[src/rtl/ifetch_seq.sv]
// Instruction fetch sequencer: one outstanding memory read, in-order word queue to the core.
// Optional build macro IFETCH_HLT_STOP_EN stops fetching after an HLT word is queued.
module ifetch_seq #(
  parameter int unsigned DEPTH    = 4,
  parameter logic [31:0] RESET_PC = 32'h0
) (
  input  logic        clk_i,
  input  logic        reset_i,
  output logic        mem_req_o,
  output logic [31:0] mem_addr_o,
  input  logic        mem_ack_i,
  input  logic [31:0] mem_rdata_i,
  output logic        inst_valid_o,
  output logic [31:0] inst_o,
  output logic [31:0] inst_pc_o,
  input  logic        inst_ready_i,
  input  logic        redirect_i,
  input  logic [31:0] redirect_pc_i,
  output logic        halted_o
);

  localparam int unsigned PTR_W = $clog2(DEPTH);
  localparam int unsigned CNT_W = PTR_W + 1;
  localparam logic [CNT_W-1:0] FULL = CNT_W'(DEPTH);

`ifdef IFETCH_HLT_STOP_EN
  localparam logic [7:0] OPCODE_HLT = 8'hF4;
`endif

  typedef enum logic [1:0] {
    IDLE    = 2'd0,
    WAIT    = 2'd1,
    DISCARD = 2'd2
  } state_t;

  state_t           state_q, state_d;
  logic             req_q, req_d;
  logic [31:0]      addr_q, addr_d;
  logic [31:0]      target_q, target_d;
  logic [PTR_W-1:0] head_q, head_d;
  logic [PTR_W-1:0] tail_q, tail_d;
  logic [CNT_W-1:0] count_q, count_d;
  logic             halted_q, halted_d;

  logic [31:0]      word_mem [DEPTH];
  logic [31:0]      pc_mem   [DEPTH];

  logic             pop;
  logic             push;
  logic             hlt_hit;

  // Queue bookkeeping; a redirect empties the queue and overrides any pop or push.
  always_comb begin
    pop  = (count_q != '0) && inst_ready_i && !redirect_i;
    push = (state_q == WAIT) && mem_ack_i && !redirect_i;
`ifdef IFETCH_HLT_STOP_EN
    hlt_hit = push && (mem_rdata_i[7:0] == OPCODE_HLT);
`else
    hlt_hit = 1'b0;
`endif

    head_d   = head_q;
    tail_d   = tail_q;
    count_d  = count_q;
    halted_d = halted_q;

    if (redirect_i) begin
      head_d   = '0;
      tail_d   = '0;
      count_d  = '0;
      halted_d = 1'b0;
    end else begin
      if (pop) begin
        head_d = head_q + PTR_W'(1);
      end
      if (push) begin
        tail_d = tail_q + PTR_W'(1);
      end
      count_d  = count_q + CNT_W'(push) - CNT_W'(pop);
      halted_d = halted_q | hlt_hit;
    end
  end

  // Fetch control; DISCARD keeps the abandoned address on the bus until memory answers.
  always_comb begin
    state_d  = state_q;
    req_d    = req_q;
    addr_d   = addr_q;
    target_d = target_q;

    if (redirect_i) begin
      case (state_q)
        WAIT, DISCARD: begin
          if (mem_ack_i) begin
            state_d = WAIT;
            req_d   = 1'b1;
            addr_d  = redirect_pc_i;
          end else begin
            state_d  = DISCARD;
            req_d    = 1'b1;
            target_d = redirect_pc_i;
          end
        end
        default: begin
          state_d = WAIT;
          req_d   = 1'b1;
          addr_d  = redirect_pc_i;
        end
      endcase
    end else begin
      case (state_q)
        IDLE: begin
          if ((count_q < FULL) && !halted_q) begin
            state_d = WAIT;
            req_d   = 1'b1;
          end
        end
        WAIT: begin
          if (mem_ack_i) begin
            addr_d = addr_q + 32'd4;
            if ((count_d < FULL) && !halted_d) begin
              state_d = WAIT;
              req_d   = 1'b1;
            end else begin
              state_d = IDLE;
              req_d   = 1'b0;
            end
          end
        end
        DISCARD: begin
          if (mem_ack_i) begin
            state_d = WAIT;
            req_d   = 1'b1;
            addr_d  = target_q;
          end
        end
        default: begin
          state_d = IDLE;
          req_d   = 1'b0;
        end
      endcase
    end
  end

  always_ff @(posedge clk_i) begin
    if (reset_i) begin
      state_q  <= IDLE;
      req_q    <= 1'b0;
      addr_q   <= RESET_PC;
      target_q <= RESET_PC;
      head_q   <= '0;
      tail_q   <= '0;
      count_q  <= '0;
      halted_q <= 1'b0;
    end else begin
      state_q  <= state_d;
      req_q    <= req_d;
      addr_q   <= addr_d;
      target_q <= target_d;
      head_q   <= head_d;
      tail_q   <= tail_d;
      count_q  <= count_d;
      halted_q <= halted_d;
    end
  end

  // Storage needs no reset; entries are only visible while counted.
  always_ff @(posedge clk_i) begin
    if (push && !reset_i) begin
      word_mem[tail_q] <= mem_rdata_i;
      pc_mem[tail_q]   <= addr_q;
    end
  end

  always_comb begin
    mem_req_o    = req_q;
    mem_addr_o   = addr_q;
    inst_valid_o = (count_q != '0);
    inst_o       = inst_valid_o ? word_mem[head_q] : 32'h0;
    inst_pc_o    = inst_valid_o ? pc_mem[head_q]   : 32'h0;
    halted_o     = halted_q;
  end

endmodule

[config.mk]
export PLATFORM = sky130hd
export DESIGN_NAME = ifetch_seq
export DESIGN_NICKNAME = d
export VERILOG_FILES = /design/src/rtl/ifetch_seq.sv
export SDC_FILE = /design/constraint.sdc
export NUM_CORES = 1
export LEC_CHECK = 0
export CAP_MARGIN = 40
export CELL_PAD_IN_SITES_DETAIL_PLACEMENT = 1
export CELL_PAD_IN_SITES_GLOBAL_PLACEMENT = 1
export CORE_AREA = 5 5 173 175
export CTS_CLUSTER_DIAMETER = 60
export DETAILED_ROUTE_END_ITERATION = 10
export DIE_AREA = 0 0 178 180
export PLACE_DENSITY_LB_ADDON = 0.3
export SETUP_SLACK_MARGIN = 0.5
export SYNTH_ARGS = -nofsm -noshare
export SYNTH_HDL_FRONTEND = slang
export SYNTH_SLANG_ARGS = --single-unit
[constraint.sdc]
create_clock -name clk_i -period 9.7 [get_ports clk_i]
set_clock_uncertainty 0.15 [all_clocks]
set_input_delay 1.455 -clock clk_i [delete_from_list [all_inputs] [get_ports clk_i]]
set_output_delay 1.455 -clock clk_i [all_outputs]
set_load 0.03 [all_outputs]
# After elaboration in Yosys (flattened, before gate mapping)
# Memories as Yosys holds them, arrays and structs flattened. A register that Yosys moved wholly into a read port is not among the register bits.
# Index checks and enable logic that the tools add are counted.
dict set report totals {
  ff_bits 75
  ramBits 256
  memories 2
}
# name depth width rd rd_ports_with_merged_regs write_ports line_no
set mem_list {}
lappend mem_list {pc_mem 4 32 1 1 1 46} ;# logic [31:0] pc_mem [DEPTH];
lappend mem_list {word_mem 4 32 1 1 1 45} ;# logic [31:0] word_mem [DEPTH];
dict set report op_classes {
  addsub 5
  order_cmp 2
  n_eq_ne 6
  n_mux 30
  bitwise_logic 1
  n_reduce_logical 19
}
# cell count
set op_table {}
lappend op_table {{2-to-1 mux 32 bit} 7}
lappend op_table {{case mux 32 bit (2 select lines)} 1}
lappend op_table {{adder 32 x 3 -> 32 bit, second input constant} 1}
lappend op_table {{2-to-1 mux 2 bit} 10}
lappend op_table {{inequality test 3 bit, second input constant} 4}
lappend op_table {{2-to-1 mux 1 bit} 9}
lappend op_table {{logical AND 1 bit} 7}
lappend op_table {{less-than comparator 3 bit, second input constant} 2}
lappend op_table {{case mux 2 bit (3 select lines)} 1}
lappend op_table {{AND reduction 3 bit} 2}
lappend op_table {{nonzero test 3 bit} 2}
lappend op_table {{adder 2 x 1 -> 2 bit, second input constant} 2}
lappend op_table {{logical NOT 1 bit} 4}
lappend op_table {{AND reduction 4 bit} 1}
lappend op_table {{OR reduction 2 bit} 2}
lappend op_table {{adder 3 x 1 -> 3 bit} 1}
lappend op_table {{2-to-1 mux 3 bit} 1}
lappend op_table {{case mux 1 bit (3 select lines)} 1}
lappend op_table {{subtractor 3 x 1 -> 3 bit} 1}
lappend op_table {{== test 2 x 1 -> 1 bit, second input constant} 1}
lappend op_table {{== test 2 bit, second input constant} 1}
lappend op_table {{logical NOT 2 bit} 1}
lappend op_table {{inverter 1 bit} 1}

# Longest topological paths before layout
dict set report depth {
  depth_word 12
  ltp_mapped 14
  mapped_depth_nobuf 13
}

# Least setup slack after synthesis
# Ideal clock, no wire load.
dict set report synth_timing {
  path_type {input -> register}
  start {in redirect_i}
  end {mem pc_mem[0][0] (enable)}
  setup_time_ns 0.429
  t_arrival_ns 3.812
  required_ns 9.121
  slack_ns 5.309
  stages 5
  n_path_buf 3
  path_cell_list {buf_2 clkbuf_1 buf_1 nor2_1 and3_1}
}
dict set report synth_via {
  elab_chain_cells 5
}
# element line_no
set synth_rtl {}
lappend synth_rtl {{from (decl)} 17} ;# input logic redirect_i,
lappend synth_rtl {{logical NOT 1 bit} 55} ;# push = (state_q == WAIT) && mem_ack_i && !redirect_i;
lappend synth_rtl {{logical AND 1 bit} 55}
lappend synth_rtl {{logical AND 1 bit} 169} ;# if (push && !reset_i) begin
lappend synth_rtl {{2-to-1 mux 1 bit} 169}
lappend synth_rtl {{2-to-1 mux 1 bit (implied by the code)} 171} ;# pc_mem[tail_q] <= addr_q;
lappend synth_rtl {{to (decl)} 46}
# Every way passes these cells.

==> reports/results.tsv <==
metric	value	unit
Max Cap Violations	0	
Total GRT Usage	21.6	%
pwr dens	185	nW/um2
Die Footprint	32000	um2
reg2reg setup slack	5990	ps
H-tree levels	2	
Ys Warns	0	
async set or reset register ratio after synthesis	0	%
Mapped Nets	1040	
WS Path Type	register to output port	
grt ovf	0	
fin util	60.3	%
global-route wire length before repair	54400	um
Rel. slew slack	44.5	%
Main synth FF type	edfxtp_1	
post-route ant nets	0	
IO buf count	167	
largest net degree at the start of global routing	68	
setup bufs post-CTS	0	
CTS tree	done	
clk sinks	333	
Setup crit start kind	register	
Distinct cells, synth	61	
Inserted Clock Buffers	36	
Vias	8834	
Gates resized, CTS repair	0	
post-synthesis sequential area ratio	66.9	%
Initial DRC Count	690	
hold buffers post-CTS	0	
Hold EP	target_q[30]	
worst slack, placed	4930	ps
hold path cells	2	
share of cells above drive strength 1	12.5	%
Antenna Cells	0	
drt pass-1 iters	5	
Hold WC Path Type	register to register	
Setup Viol. Count Final	0	
final WL	34600	um
FF+latch count, synth	333	
core area	28300	um2
GPL Wtd Cong	0.807	
Layout fillers	2682	
Hold Path Origin	target_q[30]	
vias in the first global route	9319	
clk slew on worst S/H paths	60	ps
Multi-input gate area	4300	um2
Mapped Cells	959	
peak supply drop	103	uV
count of pins over their slew limit	0	
commonest non-fill, non-tap cell in the layout	edfxtp_1	
Final Hold Slack	303	ps
DPL Wire Length	21600	um
Final Hold Vio Count	0	
Post-Syn Area	13800	um2
Fin Setup TNS	0	ps
Die W	178	um
nets	1203	
Longest Clk Path Bufs	3	
Area growth syn-to-layout	23.6	%
status	finished, final reports clean	
FF-to-FF path depth	13	
Worst Setup End Kind	output port	
initial antenna violation count	0	
DR WL/cell	22.6	um
crit path max fanout	39	
Via density	5.77	
Slew @ Worst Pin	829	ps
Worst EP arrival	3370	ps
Post-synth EDFFs	256	
period utilisation layout	51.3	%
# rows	62	
Sequential cell area	9240	um2
Die Height	180	um
Clk Tree Root Cell	clkbuf_16	
Worst R2R End	state_q[0]	
Period minus WS final	4970	ps
mean post-synth cell area	14.4	um2
Worst-Skew Late Latency	500	ps
Static Leakage	5.48	nW
Worst Slack Setup Final	4730	ps
fmax	0.201	GHz
RSZ-0062 raised after global routing	no	
DRC viols	0	
Reg-to-Reg Start	count_q[2]	
commonest cells after routing, fill and taps aside	edfxtp_1, clkdlybuf4s50_1, nand2_1, dfxtp_1, and2_1	
num ports	168	
Initial Util	48.7	%
WP data required	8100	ps
-- metal layers --
metal	GRT usage, %	vias up	share of wire (%)
met5	0	-	0
met4	4.61	0	1.5
met3	3.34	48	5.6
met2	35.3	298	49
met1	31.1	4525	44
li1	-	3963	-
-- synthesized netlist by cell type (5+ instances only) --
master	count	share of area (%)
nor3_1	7	0.25
mux4_2	64	10
inv_1	18	0.49
and2_1	70	3.2
o21ai_0	28	1.0
nor2_1	35	0.95
a211oi_1	7	0.38
or3_1	5	0.23
clkbuf_1	46	1.3
a31oi_1	6	0.27
and3_1	11	0.50
o31ai_1	6	0.33
dfxtp_1	77	11
nand4_1	11	0.50
ha_1	11	1.0
o211ai_1	8	0.44
mux2i_1	10	0.73
a21oi_1	68	2.5
nand3_1	15	0.54
nand2_1	118	3.2
buf_2	10	0.36
edfxtp_1	256	56
-- critical path, stage by stage, from the launching register on --
cell,delay (ps)
dfxtp_4,700
buf_4,730
mux4_2,610
and2_1,200
clkdlybuf4s50_1,600
-- state kept, by name, indices dropped and copies added, names as in the netlist, named ones only --
register and cells:
head_q 2, tail_q 2, mem_req_o 1, pc_mem 128, mem_addr_o 32, halted_o 1
target_q 32, state_q 2, word_mem 128, count_q 3
-- layout make-up --
cell class | instances | share of cell area [%]
repair buffers | 183 | 11.0
well taps | 384 | 2.82
multi-input cells | 549 | 25.2
flip-flops and latches | 333 | 54.1
clock buffers | 46 | 5.62
clock inverters | 18 | 0.829
inverters | 19 | 0.418
-- metrics by stage --
step | cells | area, um2 | power (W)
2_1_floorplan | 959 | 13800 | 0.00176
3_3_place_gp | 1463 | 15800 | 0.00189
3_5_place_dp | 1468 | 16000 | 0.00190
4_1_cts | 1532 | 17100 | 0.00318
5_1_grt | 1532 | 17100 | 0.00328
6_report | 1532 | 17100 | 0.00315
-- worst max-delay path by stage --
stage	from	endpoint	slack (ps)	cells after the start
after floorplan	redirect_i	pc_mem[0][0]	5310	5
after global routing	register	inst_o[24]	4480	4
after global placement	redirect_i	state_q[0]	5060	14
after CTS	register	inst_o[24]	4610	4
after detailed placement	redirect_i	state_q[0]	4930	14
final	register	inst_o[24]	4730	4
-- where the power goes --
group          internal, W  leakage (nW)  switching [W]
Clock             0.000754         0.532       0.000529
Sequential         0.00157          2.94      0.0000472
Combinational     0.000107          2.01       0.000145
Total              0.00243          5.48       0.000721
-- kinds of logic after synthesis --
group | count (synthesis) | share of synthesized area [%]
DFF | 333 | 66.9
buffers and inverters | 77 | 2.18
muxes | 76 | 11.3
AOI/OAI and AO/OA | 154 | 6.84
and+or+nand+nor | 299 | 11.0
adders and majority gates | 12 | 1.14
xor gates and xnor gates | 8 | 0.616
No activity file was read; power rests on OpenSTA's default activity.
